<file path="config.mk">
export PLATFORM = sky130hd
export DESIGN_NAME = mmio_uart_bridge
export DESIGN_NICKNAME = d
export VERILOG_FILES = /design/src/rtl/mmio_uart_pkg.sv /design/src/rtl/sync_fifo.sv /design/src/rtl/mmio_uart_bridge.sv
export SDC_FILE = /design/constraint.sdc
export NUM_CORES = 1
export LEC_CHECK = 0
export CORE_MARGIN = 5
export CORE_UTILIZATION = 47
export DETAILED_ROUTE_END_ITERATION = 10
export PLACE_DENSITY = 0.72
export RECOVER_POWER = 100
export SLEW_MARGIN = 25
export SYNTH_ARGS = -nofsm -noshare
export SYNTH_HDL_FRONTEND = slang
export SYNTH_SLANG_ARGS = --single-unit
export TNS_END_PERCENT = 30
</file>
<file path="constraint.sdc">
create_clock -name clk -period 9.1 [get_ports clk]
set_clock_uncertainty 0.2 [all_clocks]
set_input_delay 1.365 -clock clk [delete_from_list [all_inputs] [get_ports clk]]
set_output_delay 1.365 -clock clk [all_outputs]
set_load 0.03 [all_outputs]
</file>
<file path="src/rtl/mmio_uart_pkg.sv">
// Shared constants and types for the MMIO UART bridge: register offsets,
// STATUS bit positions and the TX FSM state encoding.
package mmio_uart_pkg;

  localparam logic [3:0] OFF_TXDATA  = 4'h0;
  localparam logic [3:0] OFF_STATUS  = 4'h4;
  localparam logic [3:0] OFF_BAUDDIV = 4'h8;

  localparam int ST_BUSY_BIT   = 0;
  localparam int ST_FULL_BIT   = 1;
  localparam int ST_EMPTY_BIT  = 2;
  localparam int ST_OVF_BIT    = 3;
  localparam int ST_PARITY_BIT = 4;
  localparam int ST_COUNT_LSB  = 8;
  localparam int ST_COUNT_MSB  = 16;

  typedef enum logic [2:0] {
    ST_IDLE,
    ST_START,
    ST_DATA,
    ST_STOP
`ifdef MMIO_UART_PARITY_EN
    , ST_PARITY
`endif
  } tx_state_t;

endpackage

</file>
<file path="src/rtl/sync_fifo.sv">
// Single-clock FIFO with show-ahead read data; push/pop requests are ignored
// when full/empty respectively.
module sync_fifo #(
  parameter int WIDTH = 8,
  parameter int DEPTH = 8
) (
  input  logic                       clk,
  input  logic                       rst_n,
  input  logic                       push,
  input  logic [WIDTH-1:0]           wdata,
  input  logic                       pop,
  output logic [WIDTH-1:0]           rdata,
  output logic                       full,
  output logic                       empty,
  output logic [$clog2(DEPTH):0]     count
);

  localparam int AW = $clog2(DEPTH);
  localparam int CW = AW + 1;

  logic [WIDTH-1:0] mem [DEPTH];
  logic [AW-1:0]    wr_ptr;
  logic [AW-1:0]    rd_ptr;
  logic             do_push;
  logic             do_pop;

  assign full    = (count == CW'(DEPTH));
  assign empty   = (count == '0);
  assign do_push = push & ~full;
  assign do_pop  = pop & ~empty;
  assign rdata   = mem[rd_ptr];

  always_ff @(posedge clk) begin
    if (do_push) mem[wr_ptr] <= wdata;
  end

  // DEPTH is a power of two, so the pointers wrap by natural overflow.
  always_ff @(posedge clk or negedge rst_n) begin
    if (!rst_n) begin
      wr_ptr <= '0;
      rd_ptr <= '0;
      count  <= '0;
    end else begin
      if (do_push) wr_ptr <= wr_ptr + AW'(1);
      if (do_pop)  rd_ptr <= rd_ptr + AW'(1);
      if (do_push && !do_pop)      count <= count + CW'(1);
      else if (do_pop && !do_push) count <= count - CW'(1);
    end
  end

endmodule

</file>
<file path="src/rtl/mmio_uart_bridge.sv">
// Zero-wait-state data bus bridge splitting accesses between RAM and a
// transmit-only MMIO UART. Define MMIO_UART_PARITY_EN for 8E1 framing.
module mmio_uart_bridge
  import mmio_uart_pkg::*;
#(
  parameter int          FIFO_DEPTH   = 8,
  parameter int          BAUD_DIV_RST = 16,
  parameter logic [31:0] MMIO_BASE    = 32'hFFFF_0000
) (
  input  logic        clk,
  input  logic        rst_n,
  input  logic [31:0] data_address,
  input  logic [31:0] write_data,
  input  logic        mem_write,
  input  logic        mem_read,
  output logic [31:0] read_data,
  input  logic [31:0] ram_read_data,
  output logic        ram_write,
  output logic        ram_read,
  output logic        uart_tx
);

  localparam int CW = $clog2(FIFO_DEPTH) + 1;

  logic          mmio_hit;
  logic [3:0]    reg_off;
  logic          wr_txdata;
  logic          wr_status;
  logic          wr_bauddiv;

  logic          fifo_push;
  logic          fifo_pop;
  logic [7:0]    fifo_rdata;
  logic          fifo_full;
  logic          fifo_empty;
  logic [CW-1:0] fifo_count;

  logic          overflow;
  logic [15:0]   baud_div;
  logic [31:0]   status;

  tx_state_t     tx_state;
  logic [15:0]   div_lat;
  logic [15:0]   bit_timer;
  logic [7:0]    shreg;
  logic [2:0]    bit_idx;
  logic          bit_done;

  logic          unused_bits;
  assign unused_bits = ^{data_address[1:0], write_data[31:16]};

  assign mmio_hit  = (data_address[31:4] == MMIO_BASE[31:4]);
  assign reg_off   = {data_address[3:2], 2'b00};
  assign ram_write = mem_write & ~mmio_hit;
  assign ram_read  = mem_read & ~mmio_hit;

  assign wr_txdata  = mem_write & mmio_hit & (reg_off == OFF_TXDATA);
  assign wr_status  = mem_write & mmio_hit & (reg_off == OFF_STATUS);
  assign wr_bauddiv = mem_write & mmio_hit & (reg_off == OFF_BAUDDIV);

  // Fullness is judged on the pre-pop count, so a push into a full FIFO is
  // dropped even if the FSM pops at the same edge.
  assign fifo_push = wr_txdata & ~fifo_full;
  assign bit_done  = (bit_timer == 16'd0);
  assign fifo_pop  = ~fifo_empty &
                     ((tx_state == ST_IDLE) || ((tx_state == ST_STOP) && bit_done));

  sync_fifo #(
    .WIDTH (8),
    .DEPTH (FIFO_DEPTH)
  ) u_tx_fifo (
    .clk   (clk),
    .rst_n (rst_n),
    .push  (fifo_push),
    .wdata (write_data[7:0]),
    .pop   (fifo_pop),
    .rdata (fifo_rdata),
    .full  (fifo_full),
    .empty (fifo_empty),
    .count (fifo_count)
  );

  always_ff @(posedge clk or negedge rst_n) begin
    if (!rst_n) begin
      overflow <= 1'b0;
      baud_div <= 16'(BAUD_DIV_RST);
    end else begin
      if (wr_txdata && fifo_full)            overflow <= 1'b1;
      else if (wr_status && write_data[3])   overflow <= 1'b0;
      if (wr_bauddiv) baud_div <= (write_data[15:0] == 16'd0) ? 16'd1 : write_data[15:0];
    end
  end

  // Each state lasts div_lat cycles; the divisor is latched once per frame so
  // a BAUDDIV write mid-frame only affects the following frame.
  always_ff @(posedge clk or negedge rst_n) begin
    if (!rst_n) begin
      tx_state  <= ST_IDLE;
      div_lat   <= 16'd1;
      bit_timer <= 16'd0;
      shreg     <= 8'd0;
      bit_idx   <= 3'd0;
      uart_tx   <= 1'b1;
    end else begin
      case (tx_state)
        ST_IDLE: begin
          uart_tx <= 1'b1;
          if (!fifo_empty) begin
            tx_state  <= ST_START;
            shreg     <= fifo_rdata;
            div_lat   <= baud_div;
            bit_timer <= baud_div - 16'd1;
            uart_tx   <= 1'b0;
          end
        end
        ST_START: begin
          if (bit_done) begin
            tx_state  <= ST_DATA;
            bit_idx   <= 3'd0;
            uart_tx   <= shreg[0];
            bit_timer <= div_lat - 16'd1;
          end else begin
            bit_timer <= bit_timer - 16'd1;
          end
        end
        ST_DATA: begin
          if (bit_done) begin
            bit_timer <= div_lat - 16'd1;
            if (bit_idx == 3'd7) begin
`ifdef MMIO_UART_PARITY_EN
              tx_state <= ST_PARITY;
              uart_tx  <= ^shreg;
`else
              tx_state <= ST_STOP;
              uart_tx  <= 1'b1;
`endif
            end else begin
              bit_idx <= bit_idx + 3'd1;
              uart_tx <= shreg[bit_idx + 3'd1];
            end
          end else begin
            bit_timer <= bit_timer - 16'd1;
          end
        end
`ifdef MMIO_UART_PARITY_EN
        ST_PARITY: begin
          if (bit_done) begin
            tx_state  <= ST_STOP;
            uart_tx   <= 1'b1;
            bit_timer <= div_lat - 16'd1;
          end else begin
            bit_timer <= bit_timer - 16'd1;
          end
        end
`endif
        ST_STOP: begin
          if (bit_done) begin
            if (!fifo_empty) begin
              tx_state  <= ST_START;
              shreg     <= fifo_rdata;
              div_lat   <= baud_div;
              bit_timer <= baud_div - 16'd1;
              uart_tx   <= 1'b0;
            end else begin
              tx_state <= ST_IDLE;
              uart_tx  <= 1'b1;
            end
          end else begin
            bit_timer <= bit_timer - 16'd1;
          end
        end
        default: begin
          tx_state <= ST_IDLE;
          uart_tx  <= 1'b1;
        end
      endcase
    end
  end

  always_comb begin
    status = '0;
    status[ST_BUSY_BIT]  = (tx_state != ST_IDLE);
    status[ST_FULL_BIT]  = fifo_full;
    status[ST_EMPTY_BIT] = fifo_empty;
    status[ST_OVF_BIT]   = overflow;
`ifdef MMIO_UART_PARITY_EN
    status[ST_PARITY_BIT] = 1'b1;
`endif
    status[ST_COUNT_MSB:ST_COUNT_LSB] = 9'(fifo_count);
  end

  always_comb begin
    read_data = ram_read_data;
    if (mmio_hit) begin
      case (reg_off)
        OFF_STATUS:  read_data = status;
        OFF_BAUDDIV: read_data = {16'd0, baud_div};
        default:     read_data = 32'd0;
      endcase
    end
  end

endmodule

</file>
==> out/results.ini, run 1 <==
[detailed_routing]
detail-route-antenna-nets=0
wl_met2_um=9390
wl_met1_um=7900
wl_met3_um=1260
drt-total-wl_um=19000
vias=5824
post_drt_wl_per_cell_um=18.7
drc=0
drtPass1Iterations=6
vias_per_cell=5.75
top_layer=met4
drtIter0Drc=560

[timing]
setup_slack_ns=2.77
hold_viol_final=0
setup_tns_ns=0
worst_slew_margin_rel_pct=-166
slew_viol_final=74
worstMarginPinSlew_ns=3.99
max_freq_ghz=0.158
rsz0062_at_grt=no
finalCriticalPeriod_ns=6.33
finalCritPeriodShare_pct=69.5
setup_viol=0

[yosys]
synth_area_leaders=edfxtp_1 26%, dfrtp_1 23%, mux4_2 5.4%
synth_compound_area_share_pct=9.96
synthArstFlopShare_pct=53.3
postSynthNetCount=797
ys_ff_latch=137
syn_avg_cell_area_um2=11.1
syn_inst=677
synth_flop_cell=dfrtp_1
synth_top_family_by_area=simple AND/OR/NAND/NOR gates
synth.largest_area_cell=edfxtp_1
synth_edf_count=64
synth-xor-area-share_pct=5.03
synthMuxAreaShare_pct=11.9
synth.top_cell.area_share_pct=25.7
syn_area_um2=7490
yosys.area_share.adder_pct=3.44
ys_warn_count=0
synth-simple-area-share_pct=16.6
synth.distinct_cells=59
yosysSeqAreaShare_pct=50.1

[critical_path]
path_delay_family=simple AND/OR/NAND/NOR gates
cpMostUsedCell=dlygate4sd3_1
crit_type=in -> out
crit_required_ns=7.54
worstPathCellList=dlygate4sd3_1 -> nor4b_1 -> nand4_1 -> or4_1 -> o21ai_0 -> dlygate4sd3_1
crit_path_max_fanout=49
critPathLaunch=data_address[13]
arrival_ns=4.76
worst-path-buf-inv=2
cp-end-kind=output pin
max_stage_delay_ns=1.06
reg2reg_from=bit_timer[0]
critPathLaunchType=input pin
crit_slowest_cell=or4_1

[clock_network]
post_cts_buffers=0
clk_pin_slew_worst_paths_ns=0.07
post_cts_resized=0
clock_sinks=137
root_buffer=clkbuf_16
numCtsBuffers=17
cts_tree=done
cts_buffer_depth=2
clock_latency_ns=0.43
hold_buffers=0
h-tree-depth=4

[place]
dp_cells=980
io_buffers=116
pre_cts_ws_ns=2.99
placed_area_um2=8830
routabilityCongestion=0.880
hpwl_um=14100

[job]
drv_cap=1

[cells_and_area]
nNetsFinal=903
drive_above_1_share_pct=11.7
fillCellCount=1283
fin_area_um2=9390
n_antenna_cell=0
fin_cells=1012
areaGrowthSynthToFinish_pct=25.4
finish.utilization_pct=59.6

[floorplanning]
die_x_um=136
core_area_um2=15800
dieArea_um2=18600
start_util_pct=47.5
num_rows=46
die_h_um=136
pin_count=135

[global_route]
grt.overflow.total=0
track_usage_pct=21.4
grt_pass1_vias=6059
grt_max_degree=74
grt_antenna_before_repair=0
grt_pass1_wl_um=30800

[pwr]
p_leak_nw=3.60
peakVddDrop_mv=0.126
p_per_area_nw_per_um2=151

[status]
violations=max-capacitance violations, max-slew violations
outcome=complete, but fails checks

[hold_path]
min_from=shreg[5]
hold_path_class=reg -> reg

-- stage by stage --
stage | total power [W] | hold WS, ns
floorplan | 0.000690 | 0.290
global placement | 0.000755 | 0.307
detailed placement | 0.000757 | 0.319
CTS | 0.00144 | 0.339
global route | 0.00147 | 0.364
finish | 0.00142 | 0.339
-- layer usage --
layer / up-vias / track usage [%]
met1: 2809 / 27.3
met5: - / 0
met3: 39 / 5.48
met4: 0 / 7.50
met2: 237 / 35.5
li1: 2739 / -
-- cells in the final DEF, fill, tap and decap left out, types with 21 or more instances in the layout --
master / n
clkdlybuf4s50_1: 84
nand2_1: 74
dfrtp_1: 69
edfxtp_1: 64
nor2_1: 53
o21ai_0: 35
mux2_2: 34
dlygate4sd3_1: 31
xnor2_1: 27
nor3_1: 25
a21oi_1: 21
-- tightest hold or removal path: stages (launching register included) --
cell and delay [ns]:
dfrtp_1 0.34, nor2_1 0.05, a21oi_1 0.10
-- path summary, 6_finish.rpt --
path,endpoint,slack [ns],cells past startpoint
worst min-delay path,shreg[5],0.34,2
worst max register to register,u_tx_fifo.count[3],4.60,16
worst max-delay path,read_data[5],2.77,6
worst min register to register,shreg[5],0.34,2
min in group asynchronous,bit_timer[0],2.22,2
max in group asynchronous,u_tx_fifo.rd_ptr[0],3.93,2
-- synth_stat cells (5+ instances only) --
cell type	instances
dfrtp_1	70
and2_1	19
nor3_1	25
a22o_1	10
nand2b_1	9
mux2_2	34
mux2i_1	10
xor2_1	16
or4_1	13
clkbuf_1	26
edfxtp_1	64
o21ai_0	35
a211oi_1	5
ha_1	19
nor2_1	53
mux4_2	18
a211o_1	6
a221o_1	5
inv_1	17
nand3_1	7
nand2_1	74
nor4_1	21
a21oi_1	21
nand4_1	10
o31ai_1	5
xnor2_1	27
-- registers in the layout (all words and copies together), names as in the netlist --
| signal | cells |
|---|---|
| baud_div | 16 |
| bit_idx | 3 |
| bit_timer | 16 |
| div_lat | 16 |
| overflow | 1 |
| shreg | 8 |
| tx_state | 2 |
| u_tx_fifo.count | 4 |
| u_tx_fifo.mem | 64 |
| u_tx_fifo.rd_ptr | 3 |
| u_tx_fifo.wr_ptr | 3 |
| uart_tx | 1 |
-- kinds of logic (layout without fill, tap and decap cells) --
logic type | after synthesis | after routing
AOI/OAI and AO/OA | 112 | 112
xor gates and xnor gates | 43 | 43
adders and majority gates | 20 | 20
buffers and inverters | 54 | 173
DFF | 137 | 137
muxes | 62 | 62
and+or+nand+nor | 249 | 249
-- report_power, final --
group | total [W] | switching, W | internal (W) | leakage, nW
logic | 0.0000921 | 0.0000459 | 0.0000462 | 1.86
registers | 0.000649 | 0.000000000115 | 0.000649 | 1.46
clock network | 0.000680 | 0.000309 | 0.000370 | 0.287
total | 0.00142 | 0.000355 | 0.00107 | 3.60
-- area by class of cell --
class	instances	area [um2]	area share, %
clock inverters	15	174	1.85
inverters	17	63.8	0.679
multi-input cells	486	3520	37.4
clock buffers	17	425	4.53
flip-flops and latches	137	3750	40.0
well taps	216	270	2.88
repair buffers	124	1190	12.7
(Power assumes the default switching activity.)
==> run 2: changes to the inputs <==
--- a/config.mk
+++ b/config.mk
@@ -8,7 +8,7 @@
 export CORE_MARGIN = 5
 export CORE_UTILIZATION = 47
 export DETAILED_ROUTE_END_ITERATION = 10
-export PLACE_DENSITY = 0.72
+export PLACE_DENSITY = 0.75
 export RECOVER_POWER = 100
 export SLEW_MARGIN = 25
 export SYNTH_ARGS = -nofsm -noshare
==> constraint.sdc (replaced) <==
create_clock -name clk -period 5.26 [get_ports clk]
set_clock_uncertainty 0.2 [all_clocks]
set_input_delay 0.789 -clock clk [delete_from_list [all_inputs] [get_ports clk]]
set_output_delay 0.789 -clock clk [all_outputs]
set_load 0.03 [all_outputs]
==> run 2 against run 1 <==
  * The flow still finishes with violations (max-capacitance violations, max-slew violations)
  * Final cell count barely moved
  * Non-clock buffer count rose by 1
  * Clock power rose by 65%
  * Critical path depth rose by 1
  * Register-to-register slack got worse by 3.8 ns
  * Highest routed layer unchanged
==> out/results.ini, run 2 (synthesis gave the netlist of run 1 again) <==
[critical_path]
worstPathCellList=dlygate4sd3_1 -> nor4b_1 -> nand4_1 -> or4_1 -> buf_4 -> o21ai_0 -> dlygate4sd3_1
crit_slowest_cell=dlygate4sd3_1
arrival_ns=3.61
rr_worst_depth=10
crit_required_ns=4.27
cpMostUsedCell=dlygate4sd3_1
max_stage_delay_ns=0.78
critPathLaunchType=input pin
cp-end-kind=output pin
crit_type=in -> out
crit_path_max_fanout=49

[floorplanning]
die_x_um=136
die_h_um=136
num_rows=46
start_util_pct=47.5
core_area_um2=15800
pin_count=135
dieArea_um2=18600

[clock_network]
post_cts_resized=0
hold_buffers=0
clock_sinks=137
clock_latency_ns=0.43
cts_buffer_depth=2
clk_pin_slew_worst_paths_ns=0.05
numCtsBuffers=17
root_buffer=clkbuf_16
h-tree-depth=4
cts_tree=done
post_cts_buffers=0

[place]
io_buffers=116
routabilityCongestion=0.890
pre_cts_ws_ns=0.828
hpwl_um=13800

[cells_and_area]
final_common_cell=nand2_1
drive_above_1_share_pct=11.0
fillCellCount=1294
mostFrequentLayoutCells=74 x nand2_1, 70 x clkdlybuf4s50_1, 69 x dfrtp_1
nNetsFinal=904
n_antenna_cell=0
largest_reg_flops=64
areaGrowthSynthToFinish_pct=24.8
largest_register=u_tx_fifo.mem

[detailed_routing]
vias_per_cell=5.84
drtIter0Drc=524
drc=0
vias=5915
drtPass1Iterations=5
drt-total-wl_um=19100
detail-route-antenna-nets=0
post_drt_wl_per_cell_um=18.9

[timing]
rsz0062_at_grt=no
worst_slew_margin_rel_pct=-52.8
finalCriticalPeriod_ns=4.60
finalCritPeriodShare_pct=87.5
setup_slack_ns=0.658
worstMarginPinSlew_ns=2.29
slew_viol_final=96
max_freq_ghz=0.217
hold_viol_final=0
setup_tns_ns=0
setup_viol=0

[global_route]
grt_max_degree=50
grt_pass1_wl_um=31000
grt_pass1_vias=6019
grt.overflow.total=0
track_usage_pct=21.6
grt_antenna_before_repair=0

[pwr]
power.total_w=0.00240
p_leak_nw=3.59
power.internal_w=0.00186
power_frac_comb_pct=6.5
p_seq_share_pct=46.8
sw_frac_of_total_pct=22.6
p_per_area_nw_per_um2=257
power_frac_clock_pct=46.7
peakVddDrop_mv=0.227
p_switching_w=0.000543

[status]
outcome=complete, but fails checks
violations=max-capacitance violations, max-slew violations

[job]
drv_cap=3

[hold_path]
hold_path_class=reg -> reg
holdPathStages=2

-- run 2: area by class of cell --
class                   count  area, um2  share of cell area (%)
clock buffers              21        440                    4.71
clock inverters            11        115                    1.23
inverters                  17       63.8                   0.683
multi-input cells         486       3510                    37.5
flip-flops and latches    137       3750                    40.1
well taps                 216        270                    2.89
repair buffers            125       1200                    12.8
-- run 2: worst paths after layout --
check | start | to | slack (ns)
setup / recovery | data_address[13] | read_data[5] | 0.66
max in group asynchronous | rst_n | u_tx_fifo.rd_ptr[0] | 1.20
hold / removal | shreg[5] | shreg[5] | 0.33
min in group asynchronous | rst_n | bit_timer[5] | 0.84
hold reg to reg | shreg[5] | shreg[5] | 0.33
setup reg to reg | bit_timer[0] | shreg[5] | 0.76
-- run 2: metrics by stage --
stage,instances,instance area (um2),hold slack (ns),util (%)
finish,1013,9350,0.333,59.3
global route,1013,9350,0.356,59.3
CTS,1013,9380,0.328,59.5
detailed placement,981,8830,0.312,56.0
global placement,981,8830,0.300,56.0
floorplan,677,7490,0.290,-
-- run 2: power groups by stage --
stage                      logic, W  registers (W)  clock network, W
final                      0.000156        0.00112           0.00112
after floorplan           0.0000490        0.00114                 0
after global placement     0.000161        0.00114                 0
after global routing       0.000168        0.00112           0.00118
after CTS                  0.000165        0.00112           0.00113
after detailed placement   0.000165        0.00114                 0
-- run 2: metal layers --
| layer | part of all wire, % | routed length (um) | vias up | track usage, % |
|---|---|---|---|---|
| met2 | 51 | 9690 | 227 | 36.3 |
| li1 | - | - | 2732 | - |
| met4 | 2.3 | 431 | 0 | 7.17 |
| met1 | 41 | 7830 | 2922 | 27.4 |
| met5 | 0 | 0 | - | 0 |
| met3 | 6.0 | 1150 | 34 | 5.40 |
-- run 2: critical path: cells and delay by family --
kind	cells	cell delay [ns]
buffers and inverters	3	1.60
and+or+nand+nor	3	1.01
AOI/OAI and AO/OA	1	0.21
==> run 3: changes to the inputs <==
--- a/config.mk
+++ b/config.mk
@@ -5,10 +5,13 @@
 export SDC_FILE = /design/constraint.sdc
 export NUM_CORES = 1
 export LEC_CHECK = 0
+export CELL_PAD_IN_SITES_DETAIL_PLACEMENT = 0
+export CELL_PAD_IN_SITES_GLOBAL_PLACEMENT = 1
 export CORE_MARGIN = 5
-export CORE_UTILIZATION = 47
+export CORE_UTILIZATION = 38
 export DETAILED_ROUTE_END_ITERATION = 10
-export PLACE_DENSITY = 0.75
+export HOLD_SLACK_MARGIN = 0.06
+export PLACE_DENSITY = 0.76
 export RECOVER_POWER = 100
 export SLEW_MARGIN = 25
 export SYNTH_ARGS = -nofsm -noshare
==> run 3 against run 2 <==
  * The flow still finishes with violations (max-capacitance violations, max-slew violations)
  * Power increased by 3.1%
  * Clock power up 6%
  * Combinational power about the same
  * Critical path depth unchanged
  * Register-to-register slack got worse by 0.06 ns
  * Sequential power is essentially flat
  * Worst hold slack worse by 0.0035 ns
  * Wire length up 3.0%
  * Via count decreased by 2.0%
  * Sequential share of layout area down 0.47 points
==> out/results.ini, run 3 (synthesis gave the netlist of run 1 again) <==
[status]
outcome=complete, but fails checks
violations=max-capacitance violations, max-slew violations

[clock_network]
hold_buffers=0
post_cts_resized=0
clk_pin_slew_worst_paths_ns=0.06
h-tree-depth=4
root_buffer=clkbuf_16
clock_latency_ns=0.42
cts_tree=done
post_cts_buffers=0
numCtsBuffers=17
cts_buffer_depth=2
clock_sinks=137

[place]
io_buffers=116
pre_cts_ws_ns=0.635
placed_area_um2=8890
dp_cells=1030
hpwl_um=14500
routabilityCongestion=0.960

[job]
drv_cap=2

[timing]
setup_slack_ns=0.434
setup_tns_ns=0
setup_viol=0
finalCriticalPeriod_ns=4.83
finalCritPeriodShare_pct=91.7
max_freq_ghz=0.207
slew_viol_final=92
rsz0062_at_grt=no
hold_viol_final=0
worst_slew_margin_rel_pct=-128
worstMarginPinSlew_ns=3.42

[critical_path]
critPathLaunchType=input pin
crit_type=in -> out
crit_slowest_cell=dlygate4sd3_1
arrival_ns=3.84
max_stage_delay_ns=0.79
crit_required_ns=4.27
path_delay_family=buffers and inverters
worst-path-buf-inv=3
cpMostUsedCell=dlygate4sd3_1
worstPathCellList=dlygate4sd3_1 -> nor4b_1 -> nand4_1 -> or4_1 -> buf_4 -> o21ai_0 -> dlygate4sd3_1
cp-end-kind=output pin
crit_path_max_fanout=41

[floorplanning]
core_area_um2=19500
num_rows=51
dieArea_um2=22600
die_h_um=150
start_util_pct=38.5
die_x_um=150
pin_count=135

[cells_and_area]
nNetsFinal=904
areaGrowthSynthToFinish_pct=26.3
finish.utilization_pct=48.6
fin_area_um2=9460
n_antenna_cell=0
fin_cells=1062
largest_reg_flops=64
drive_above_1_share_pct=11.5
mostFrequentLayoutCells=74 x nand2_1, 71 x clkdlybuf4s50_1, 69 x dfrtp_1
fillCellCount=1727
largest_register=u_tx_fifo.mem
final_common_cell=nand2_1

[pwr]
p_seq_share_pct=45.3
power_frac_clock_pct=48.3
p_leak_nw=3.63
p_per_area_nw_per_um2=262
power.internal_w=0.00188
sw_frac_of_total_pct=24.1
power_frac_comb_pct=6.4
p_switching_w=0.000596
peakVddDrop_mv=0.208

[global_route]
track_usage_pct=17.9
grt_antenna_before_repair=0
grt_pass1_vias=5936
grt_pass1_wl_um=31700
grt_max_degree=74
grt.overflow.total=0

[detailed_routing]
drtIter0Drc=449
drt-total-wl_um=19700
detail-route-antenna-nets=0
drc=0
vias=5799
vias_per_cell=5.46
drtPass1Iterations=5
post_drt_wl_per_cell_um=18.5

[hold_path]
hold_path_class=reg -> reg

run 3: power by group through the flow:
stage | Sequential (W) | Clock (W) | Combinational (W)
6_report | 0.00112 | 0.00119 | 0.000159
5_1_grt | 0.00112 | 0.00126 | 0.000171
4_1_cts | 0.00112 | 0.00121 | 0.000168
3_5_place_dp | 0.00114 | 0 | 0.000167
3_3_place_gp | 0.00114 | 0 | 0.000165
2_1_floorplan | 0.00114 | 0 | 0.0000490
run 3: area by class of cell:
class	count	area, um2	share of cell area [%]
inverter	17	63.8	0.675
clock inverter	15	170	1.80
tap	265	332	3.50
sequential	137	3750	39.7
clock buffer	17	425	4.50
timing repair buffer	125	1210	12.7
multi-input combinational	486	3510	37.1
run 3: stage by stage:
step / hold slack, ns / power [W]
5_1_grt: 0.364 / 0.00255
4_1_cts: 0.336 / 0.00250
3_5_place_dp: 0.321 / 0.00131
6_report: 0.330 / 0.00248
2_1_floorplan: 0.290 / 0.00119
3_3_place_gp: 0.307 / 0.00131
run 3: final timing paths:
kind,slack [ns],depth (start not counted),end,startpoint
worst max-delay path,0.43,7,read_data[2],data_address[13]
min in group asynchronous,1.52,1,bit_timer[2],rst_n
worst min-delay path,0.33,1,div_lat[15],div_lat[15]
worst max register to register,0.70,9,div_lat[1],bit_timer[0]
max in group asynchronous,1.14,1,u_tx_fifo.rd_ptr[0],rst_n
worst min register to register,0.33,1,div_lat[15],div_lat[15]
run 3: layer usage:
| layer | global-route usage (%) | up-vias | routed length [um] |
|---|---|---|---|
| li1 | - | 2736 | - |
| met1 | 22.7 | 2804 | 8450 |
| met2 | 30.8 | 228 | 9720 |
| met3 | 4.24 | 31 | 1210 |
| met4 | 4.85 | 0 | 305 |
| met5 | 0 | - | 0 |
run 3: worst register-to-register path, stage by stage (launching register included):
cell and delay (ns):
dfrtp_1 0.41, inv_1 0.12, ha_1 0.18, or4b_2 0.60, nor4_1 0.32, clkbuf_1 0.47
nand2_1 0.11, a21oi_1 1.18, clkbuf_1 0.61, o21ai_0 0.21
